<file path="config.mk">
export PLATFORM = sky130hd
export DESIGN_NAME = uart_rx_core
export DESIGN_NICKNAME = d
export VERILOG_FILES = /design/src/rtl/uart_pkg.sv /design/src/rtl/uart_rx_core_sync2.sv /design/src/rtl/uart_rx_core.sv
export SDC_FILE = /design/constraint.sdc
export NUM_CORES = 1
export LEC_CHECK = 0
export ABC_AREA = 1
export CAP_MARGIN = 20
export CORE_MARGIN = 3
export CORE_UTILIZATION = 53
export CTS_CLUSTER_DIAMETER = 50
export DETAILED_ROUTE_END_ITERATION = 6
export PLACE_DENSITY = 0.83
export REMOVE_ABC_BUFFERS = 1
export SKIP_LAST_GASP = 1
export SLEW_MARGIN = 25
export SYNTH_ARGS = -nofsm -noshare
export SYNTH_HDL_FRONTEND = slang
export SYNTH_SLANG_ARGS = --single-unit
export TNS_END_PERCENT = 100
</file>
<file path="constraint.sdc">
create_clock -name fin -period 1.65 [get_ports fin]
set_input_delay 0.4125 -clock fin [delete_from_list [all_inputs] [get_ports fin]]
set_output_delay 0.4125 -clock fin [all_outputs]
set_load 0.02 [all_outputs]
</file>
<file path="src/rtl/uart_pkg.sv">
// Shared UART definitions: receiver state encoding, default bit timing, 8N1 frame constants.
package uart_pkg;

    typedef enum logic [1:0] {
        IDLE  = 2'd0,
        START = 2'd1,
        DATA  = 2'd2,
        STOP  = 2'd3
    } rx_state_e;

    // 50 MHz system clock / 115200 baud
    localparam int unsigned DIVN_DEFAULT = 434;

    localparam int unsigned DATA_BITS = 8;
    localparam int unsigned STOP_BITS = 1;

endpackage

</file>
<file path="src/rtl/uart_rx_core_sync2.sv">
// Two-flop synchronizer for a single asynchronous level; resets to a configurable idle value.
module sync2 #(
    parameter logic RESET_VAL = 1'b1
) (
    input  logic clk,
    input  logic rst,
    input  logic d,
    output logic q
);

    logic meta_q, meta_d;
    logic sync_q, sync_d;

    always_comb begin
        meta_d = d;
        sync_d = meta_q;
    end

    // NOTE: non-blocking assignments in clocked blocks so every flop samples the pre-edge value of its neighbour.
    always_ff @(posedge clk or posedge rst) begin
        if (rst) begin
            meta_q <= RESET_VAL;
            sync_q <= RESET_VAL;
        end else begin
            meta_q <= meta_d;
            sync_q <= sync_d;
        end
    end

    assign q = sync_q;

endmodule

</file>
<file path="src/rtl/uart_rx_core.sv">
// 8N1 UART receiver: synchronizes rxd, validates the start bit at half-bit, samples data and stop mid-bit.
module uart_rx_core
    import uart_pkg::*;
#(
    parameter int unsigned DIVN = DIVN_DEFAULT,
    parameter int unsigned CW   = 16
) (
    input  logic                 fin,
    input  logic                 reset,
    input  logic                 rxd,
    output logic [DATA_BITS-1:0] data,
    output logic                 valid,
    output logic                 frame_err,
    output logic                 busy
);

    localparam int unsigned   IW        = $clog2(DATA_BITS);
    localparam logic [CW-1:0] HALF_LAST = CW'(DIVN / 2 - 1);
    localparam logic [CW-1:0] BIT_LAST  = CW'(DIVN - 1);
    localparam logic [IW-1:0] DATA_LAST = IW'(DATA_BITS - 1);
    localparam logic [IW-1:0] STOP_LAST = IW'(STOP_BITS - 1);

    logic                 rx_s;
    logic                 rx_d_q, rx_d_d;
    rx_state_e            state_q, state_d;
    logic [CW-1:0]        cnt_q, cnt_d;
    logic [IW-1:0]        idx_q, idx_d;
    logic [DATA_BITS-1:0] shift_q, shift_d;
    logic [DATA_BITS-1:0] data_q, data_d;
    logic                 valid_q, valid_d;
    logic                 frame_err_q, frame_err_d;
    logic                 busy_q, busy_d;
    logic                 half_hit, bit_hit, stop_pt;

    sync2 #(
        .RESET_VAL(1'b1)
    ) u_sync (
        .clk(fin),
        .rst(reset),
        .d  (rxd),
        .q  (rx_s)
    );

    assign half_hit = (cnt_q == HALF_LAST);
    assign bit_hit  = (cnt_q == BIT_LAST);
    assign stop_pt  = (state_q == STOP) && bit_hit;

    always_ff @(posedge fin or posedge reset) begin
        if (reset) begin
            state_q <= IDLE;
        end else begin
            state_q <= state_d;
        end
    end

    // The counter is cleared at every sample point, so it never needs to wrap.
    always_comb begin
        // NOTE: every always_comb output gets a default first, so no path can infer a latch.
        state_d = state_q;
        cnt_d   = cnt_q + CW'(1);
        idx_d   = idx_q;
        shift_d = shift_q;
        rx_d_d  = rx_s;
        case (state_q)
            IDLE: begin
                cnt_d = '0;
                if (rx_d_q && !rx_s) begin
                    state_d = START;
                end
            end
            START: begin
                if (half_hit) begin
                    cnt_d   = '0;
                    idx_d   = '0;
                    state_d = rx_s ? IDLE : DATA;
                end
            end
            DATA: begin
                if (bit_hit) begin
                    cnt_d          = '0;
                    shift_d[idx_q] = rx_s;
                    if (idx_q == DATA_LAST) begin
                        idx_d   = '0;
                        state_d = STOP;
                    end else begin
                        idx_d = idx_q + IW'(1);
                    end
                end
            end
            STOP: begin
                if (bit_hit) begin
                    cnt_d = '0;
                    if (!rx_s || idx_q == STOP_LAST) begin
                        state_d = IDLE;
                    end else begin
                        idx_d = idx_q + IW'(1);
                    end
                end
            end
            default: state_d = IDLE;
        endcase
    end

    always_comb begin
        valid_d     = stop_pt && rx_s && (idx_q == STOP_LAST);
        frame_err_d = stop_pt && !rx_s;
        data_d      = valid_d ? shift_q : data_q;
        busy_d      = (state_d != IDLE);
    end

    always_ff @(posedge fin or posedge reset) begin
        if (reset) begin
            rx_d_q      <= 1'b1;
            cnt_q       <= '0;
            idx_q       <= '0;
            shift_q     <= '0;
            data_q      <= '0;
            valid_q     <= 1'b0;
            frame_err_q <= 1'b0;
            busy_q      <= 1'b0;
        end else begin
            rx_d_q      <= rx_d_d;
            cnt_q       <= cnt_d;
            idx_q       <= idx_d;
            shift_q     <= shift_d;
            data_q      <= data_d;
            valid_q     <= valid_d;
            frame_err_q <= frame_err_d;
            busy_q      <= busy_d;
        end
    end

    assign data      = data_q;
    assign valid     = valid_q;
    assign frame_err = frame_err_q;
    assign busy      = busy_q;

endmodule

</file>
# ---- Word level (Yosys, flattened, before mapping)
# Cells that the tools add are included.
dict set report classes {
  order_cmp 2
  reduce_logical 15
  add_sub_neg 2
  eq_ne 10
  muxes 20
}
# operator count
set op_table {}
lappend op_table {{$pmux 16 s3} 1}
lappend op_table {{$mux 16} 2}
lappend op_table {{$add 16x1->16 const B} 1}
lappend op_table {{$eq 16x8->1 const B} 1}
lappend op_table {{$eq 16x9->1 const B} 1}
lappend op_table {{$mux 3} 5}
lappend op_table {{$mux 2} 7}
lappend op_table {{$pmux 3 s3} 1}
lappend op_table {{$bwmux 8} 1}
lappend op_table {{$ne 2x2->1 const B} 4}
lappend op_table {{$pmux 2 s4} 1}
lappend op_table {{$logic_and 1x1->1} 6}
lappend op_table {{$reduce_and 5->1} 1}
lappend op_table {{$eq 2x2->1 const B} 2}
lappend op_table {{$lt 3x4->1 const B} 1}
lappend op_table {{$add 3x1->3 const B} 1}
lappend op_table {{$demux 1 s3} 1}
lappend op_table {{$eq 3x3->1 const B} 1}
lappend op_table {{$ge 3x1->1 const B} 1}
lappend op_table {{$logic_not 3->1} 1}
lappend op_table {{$reduce_bool 3->1} 1}
lappend op_table {{$eq 2x1->1 const B} 1}
lappend op_table {{$logic_not 2->1} 1}
lappend op_table {{$reduce_and 2->1} 1}
lappend op_table {{5 further kinds} 5}
dict set report totals {
  input_bits 3
  output_inout_bits 11
  wordCells 60
  register_bits 43
}

# ---- Depth between registers and ports, before layout
dict set report logic_depth {
  ltp_word 6
  depth_mapped 12
  ltp_nobuf 12
}

# ---- Hierarchy
# Synthesis repeated with hierarchy kept, for this count alone.
dict set report hier_totals {
  cells_unflattened 289
  hier_area_um2 2361.0
}
# mod cells_per_inst area_per_inst_um2 instances seq_area_each_um2
set modules_own_cells {}
lappend modules_own_cells {uart_rx_core 286 2304.7 1 1027.2}
lappend modules_own_cells {sync2 3 56.3 1 52.6}

# ---- Worst setup path before layout
# No wires, ideal clock.
dict set report synth_path {
  path_kind {reg2reg}
  from {reg cnt_q[1]}
  to {reg data_q[0] (netlist: data[0])}
  path_stages_with_launch 13
  t_required_ns 1.533
  period_less_slack_ns 1.533
  t_arrival_ns 1.416
  path_slack_ns 0.117
  setup_time_ns 0.117
  path_buffers 1
  path_cell_list {dfrtp_1 inv_1 ha_1 nand2_1 clkinv_1 nand2_2 nor2_2 nand2_2 nor2_4 nand3b_4 buf_6 nand2_2 o21ai_2}
}
dict set report synth_via {
  elab_chain_len 4
}
# element line_no
set synth_rtl {}
lappend synth_rtl {{start, declared} uart_rx_core.sv:26} ;# logic [CW-1:0] cnt_q, cnt_d;
lappend synth_rtl {{start signal, assigned} uart_rx_core.sv:123} ;# cnt_q <= cnt_d;
lappend synth_rtl {{$eq 16x9->1} uart_rx_core.sv:45} ;# assign bit_hit = (cnt_q == BIT_LAST);
lappend synth_rtl {{$logic_and 1x1->1} uart_rx_core.sv:46} ;# assign stop_pt = (state_q == STOP) && bit_hit;
lappend synth_rtl {{$logic_and 1x1->1 (2 in series)} uart_rx_core.sv:105} ;# valid_d = stop_pt && rx_s && (idx_q == STOP_LAST);
lappend synth_rtl {{end signal, assigned} uart_rx_core.sv:126} ;# data_q <= data_d;
lappend synth_rtl {{end, declared} uart_rx_core.sv:29} ;# logic [DATA_BITS-1:0] data_q, data_d;
# No other way between the ends.
# A chain may end at the register's enable or synchronous reset.

# ---- Final worst setup path
dict set report layout_path {
  from {reg cnt_q[1]}
  to {reg data_q[4] (netlist: data[4])}
}
# Same word-level chain as after synthesis.

==> results.sh <==
export IMPL_synthCells=288
export IMPL_core_area_um2=4140
export IMPL_netlist_area_um2=2360
export IMPL_power_leakage_nw=1.34
export IMPL_firstDrtPassIters=4
export IMPL_finalSetupTns_ns=0
export IMPL_status="completed"
export IMPL_cts_num_sinks=43
export IMPL_grt_pass1_vias=1882
export IMPL_final_layout_size_suffix_gt1_share_pct=25.2
export IMPL_ant_nets=0
export IMPL_diodes=0
export IMPL_total_power_mw=2.43
export IMPL_grt_usage_pct=20.1
export IMPL_synthToLayoutAreaGrowth_pct=20.6
export IMPL_layout_min_cycle_time_ns=1.63
export IMPL_cp_max_fo=8
export IMPL_power_switching_fraction_pct=31.7
export IMPL_clock_skew_ns=0.00762
export IMPL_avgSynthCellArea_um2=8.18
export IMPL_max_slew_margin_pct=67.5
export IMPL_hold_violations=0
export IMPL_fill_cells=319
export IMPL_fmax_mhz=614
export IMPL_numCtsBuffers=5
export IMPL_yosys_warnings=0
export IMPL_cp_data_required_time_ns=1.84
export IMPL_p_comb_share_pct=22.3
export IMPL_maxCapViolCount=0
export IMPL_hpwlAfterDp_um=3430
export IMPL_cp_start_kind="register"
export IMPL_power_switching_mw=0.771
export IMPL_clk_latency_ns=0.30
export IMPL_root_buffer="clkbuf_8"
export IMPL_cts_tree="yes"
export IMPL_clk_pin_slew_ns=0.08
export IMPL_grt_pass1_wl_um=8310
export IMPL_hold_path_class="register to register"
export IMPL_fp_dieW_um=72.7
export IMPL_worst_slack_ns=0.0215
export IMPL_num_rows=23
export IMPL_mostFrequentLayoutCells="nand2_1 (48), dfrtp_1 (38), inv_1 (36)"
export IMPL_seqPwrFrac_pct=50.9
export IMPL_place_gp_congestion=0.880
export IMPL_place_ws_ns=0.00778
export IMPL_ys_seq_area_share_pct=45.8
export IMPL_grt_setup_unrepaired="yes"
export IMPL_h_tree_depth=2
export IMPL_cts_path_max_buffers=2
export IMPL_endpoint_kind="register"
export IMPL_path_class="register to register"
export IMPL_p_int_mw=1.66
export IMPL_synth_distinct_cells=30
export IMPL_yosys_register_bits=43
export IMPL_layout_commonest_cell="nand2_1"
export IMPL_drv_slew=0
export IMPL_final_nets=329
export IMPL_numPortBuffers=13
export IMPL_start_util_pct=56.9
export IMPL_grt_max_degree=22
export IMPL_antenna_found_initial=0
export IMPL_drt_total_wl_um=4950
export IMPL_finalCritPeriodShare_pct=98.7
export IMPL_power_density_nw_per_um2=857
export IMPL_drc_errors=0
export IMPL_worstMarginPinSlew_ns=0.484
export IMPL_viasPerCell=5.38
export IMPL_worstPathArrival_ns=1.82
export IMPL_dpl_cell_count=358
export IMPL_die_area_um2=5280
export IMPL_via_count=1996
export IMPL_clockPowerShare_pct=26.8
export IMPL_whs_ns=0.359
export IMPL_setup_viol=0
export IMPL_overflow=0
export IMPL_ir_drop_mv=0.805
export IMPL_die_y_um=72.7
export IMPL_drt_iter0_drc=160
export IMPL_cp_slowest_cell="dfrtp_1"
export IMPL_wl_per_cell_um=13.3
export IMPL_pin_count=14
export IMPL_cp_cell_sequence="inv_2 > ha_4 > nand2_1 > clkinv_1 > nand2_2 > nor2_4 > nand2_2 > nor2_4 > nand3b_4 > nand2_1 > o21ai_2"
export IMPL_final_cells=371
export IMPL_max_stage_delay_ns=0.41
-- what timing repair did --
action	in CTS	in global routing
buffers inserted	0	4
pin swaps	0	12
gates cloned	1	0
setup endpoints to repair	18	39
resized for setup	11	35
hold buffers	0	0
-- power by group through the flow --
stage	logic, mW	registers (mW)	clock network (mW)
floorplan	0.314	1.24	0
global placement	0.452	1.25	0
detailed placement	0.466	1.25	0
CTS	0.473	1.23	0.673
global route	0.607	1.25	0.721
finish	0.543	1.24	0.651
-- logic make-up after synthesis --
group	count (synthesis)	share of synthesized area (%)
compound gates	30	8.23
flops	43	45.8
buf+inv	48	9.18
fa+ha+maj	6	3.18
xor+xnor	9	3.34
simple gates	152	30.3
-- Yosys cell counts (all sizes together) --
library cell	instances	area (um^2)
a21oi	5	25.0
nand4	16	100
clkbuf	3	31.3
nand3b	1	20.0
or2	1	6.26
dfrtp	40	1000
a211oi	1	7.51
clkinv	2	8.75
ha	6	75.1
o21bai	1	7.51
nor2	50	223
nand2	63	254
nor3	8	45.0
dfstp	3	78.8
a31oi	1	6.26
o21ai	21	135
inv	41	154
xor2	8	70.1
xnor2	1	8.76
buf	2	22.5
nand3	13	65.1
a22oi	1	12.5
-- worst max-delay path, delay by kind of cell, from the launching register on --
kind                       cells  cell delay, ns
and+or+nand+nor                7            0.76
AOI/OAI and AO/OA              1            0.06
adders and majority gates      1            0.14
DFF                            1            0.41
buffers and inverters          2            0.15
-- state kept, by name, indices dropped and copies added, names as in the netlist --
name	count
busy	1
cnt_q	16
data	8
frame_err	1
idx_q	3
rx_d_q	1
shift_q	8
state_q	2
u_sync.meta_q	1
u_sync.q	1
valid	1
-- routing by layer --
layer  vias up  share of wire [%]  global-route usage, %
li1        981                  -                      -
met3         6                4.9                   5.23
met1       961                 45                   26.8
met4         0                1.2                   6.35
met2        48                 48                   32.1
met5         -                  0                      0
-- path summary, 6_finish.rpt --
path / startpoint / cells after the start / slack [ns] / to
setup / recovery: cnt_q[1] / 11 / 0.02 / data[4]
hold / removal: u_sync.meta_q / 0 / 0.36 / u_sync.q
setup reg to reg: cnt_q[1] / 11 / 0.02 / data[4]
hold reg to reg: u_sync.meta_q / 0 / 0.36 / u_sync.q
max in group asynchronous: reset / 3 / 0.83 / idx_q[0]
min in group asynchronous: reset / 2 / 0.38 / cnt_q[9]
-- cell type report --
class	count	area (um^2)	area share [%]
clock buffer	5	68.8	2.42
clock inverter	3	20.0	0.704
inverter	43	163	5.72
multi-input combinational	198	1160	41.0
sequential	43	1080	38.1
tap	50	62.6	2.20
timing repair buffer	29	282	9.90
-- per-stage QoR --
step / utilization, % / area (um^2)
finish: 68.6 / 2840
global route: 68.6 / 2840
CTS: 65.6 / 2720
detailed placement: 63.3 / 2620
global placement: 63.3 / 2620
floorplan: - / 2300
Note: power is estimated with default switching activity, not from simulation.
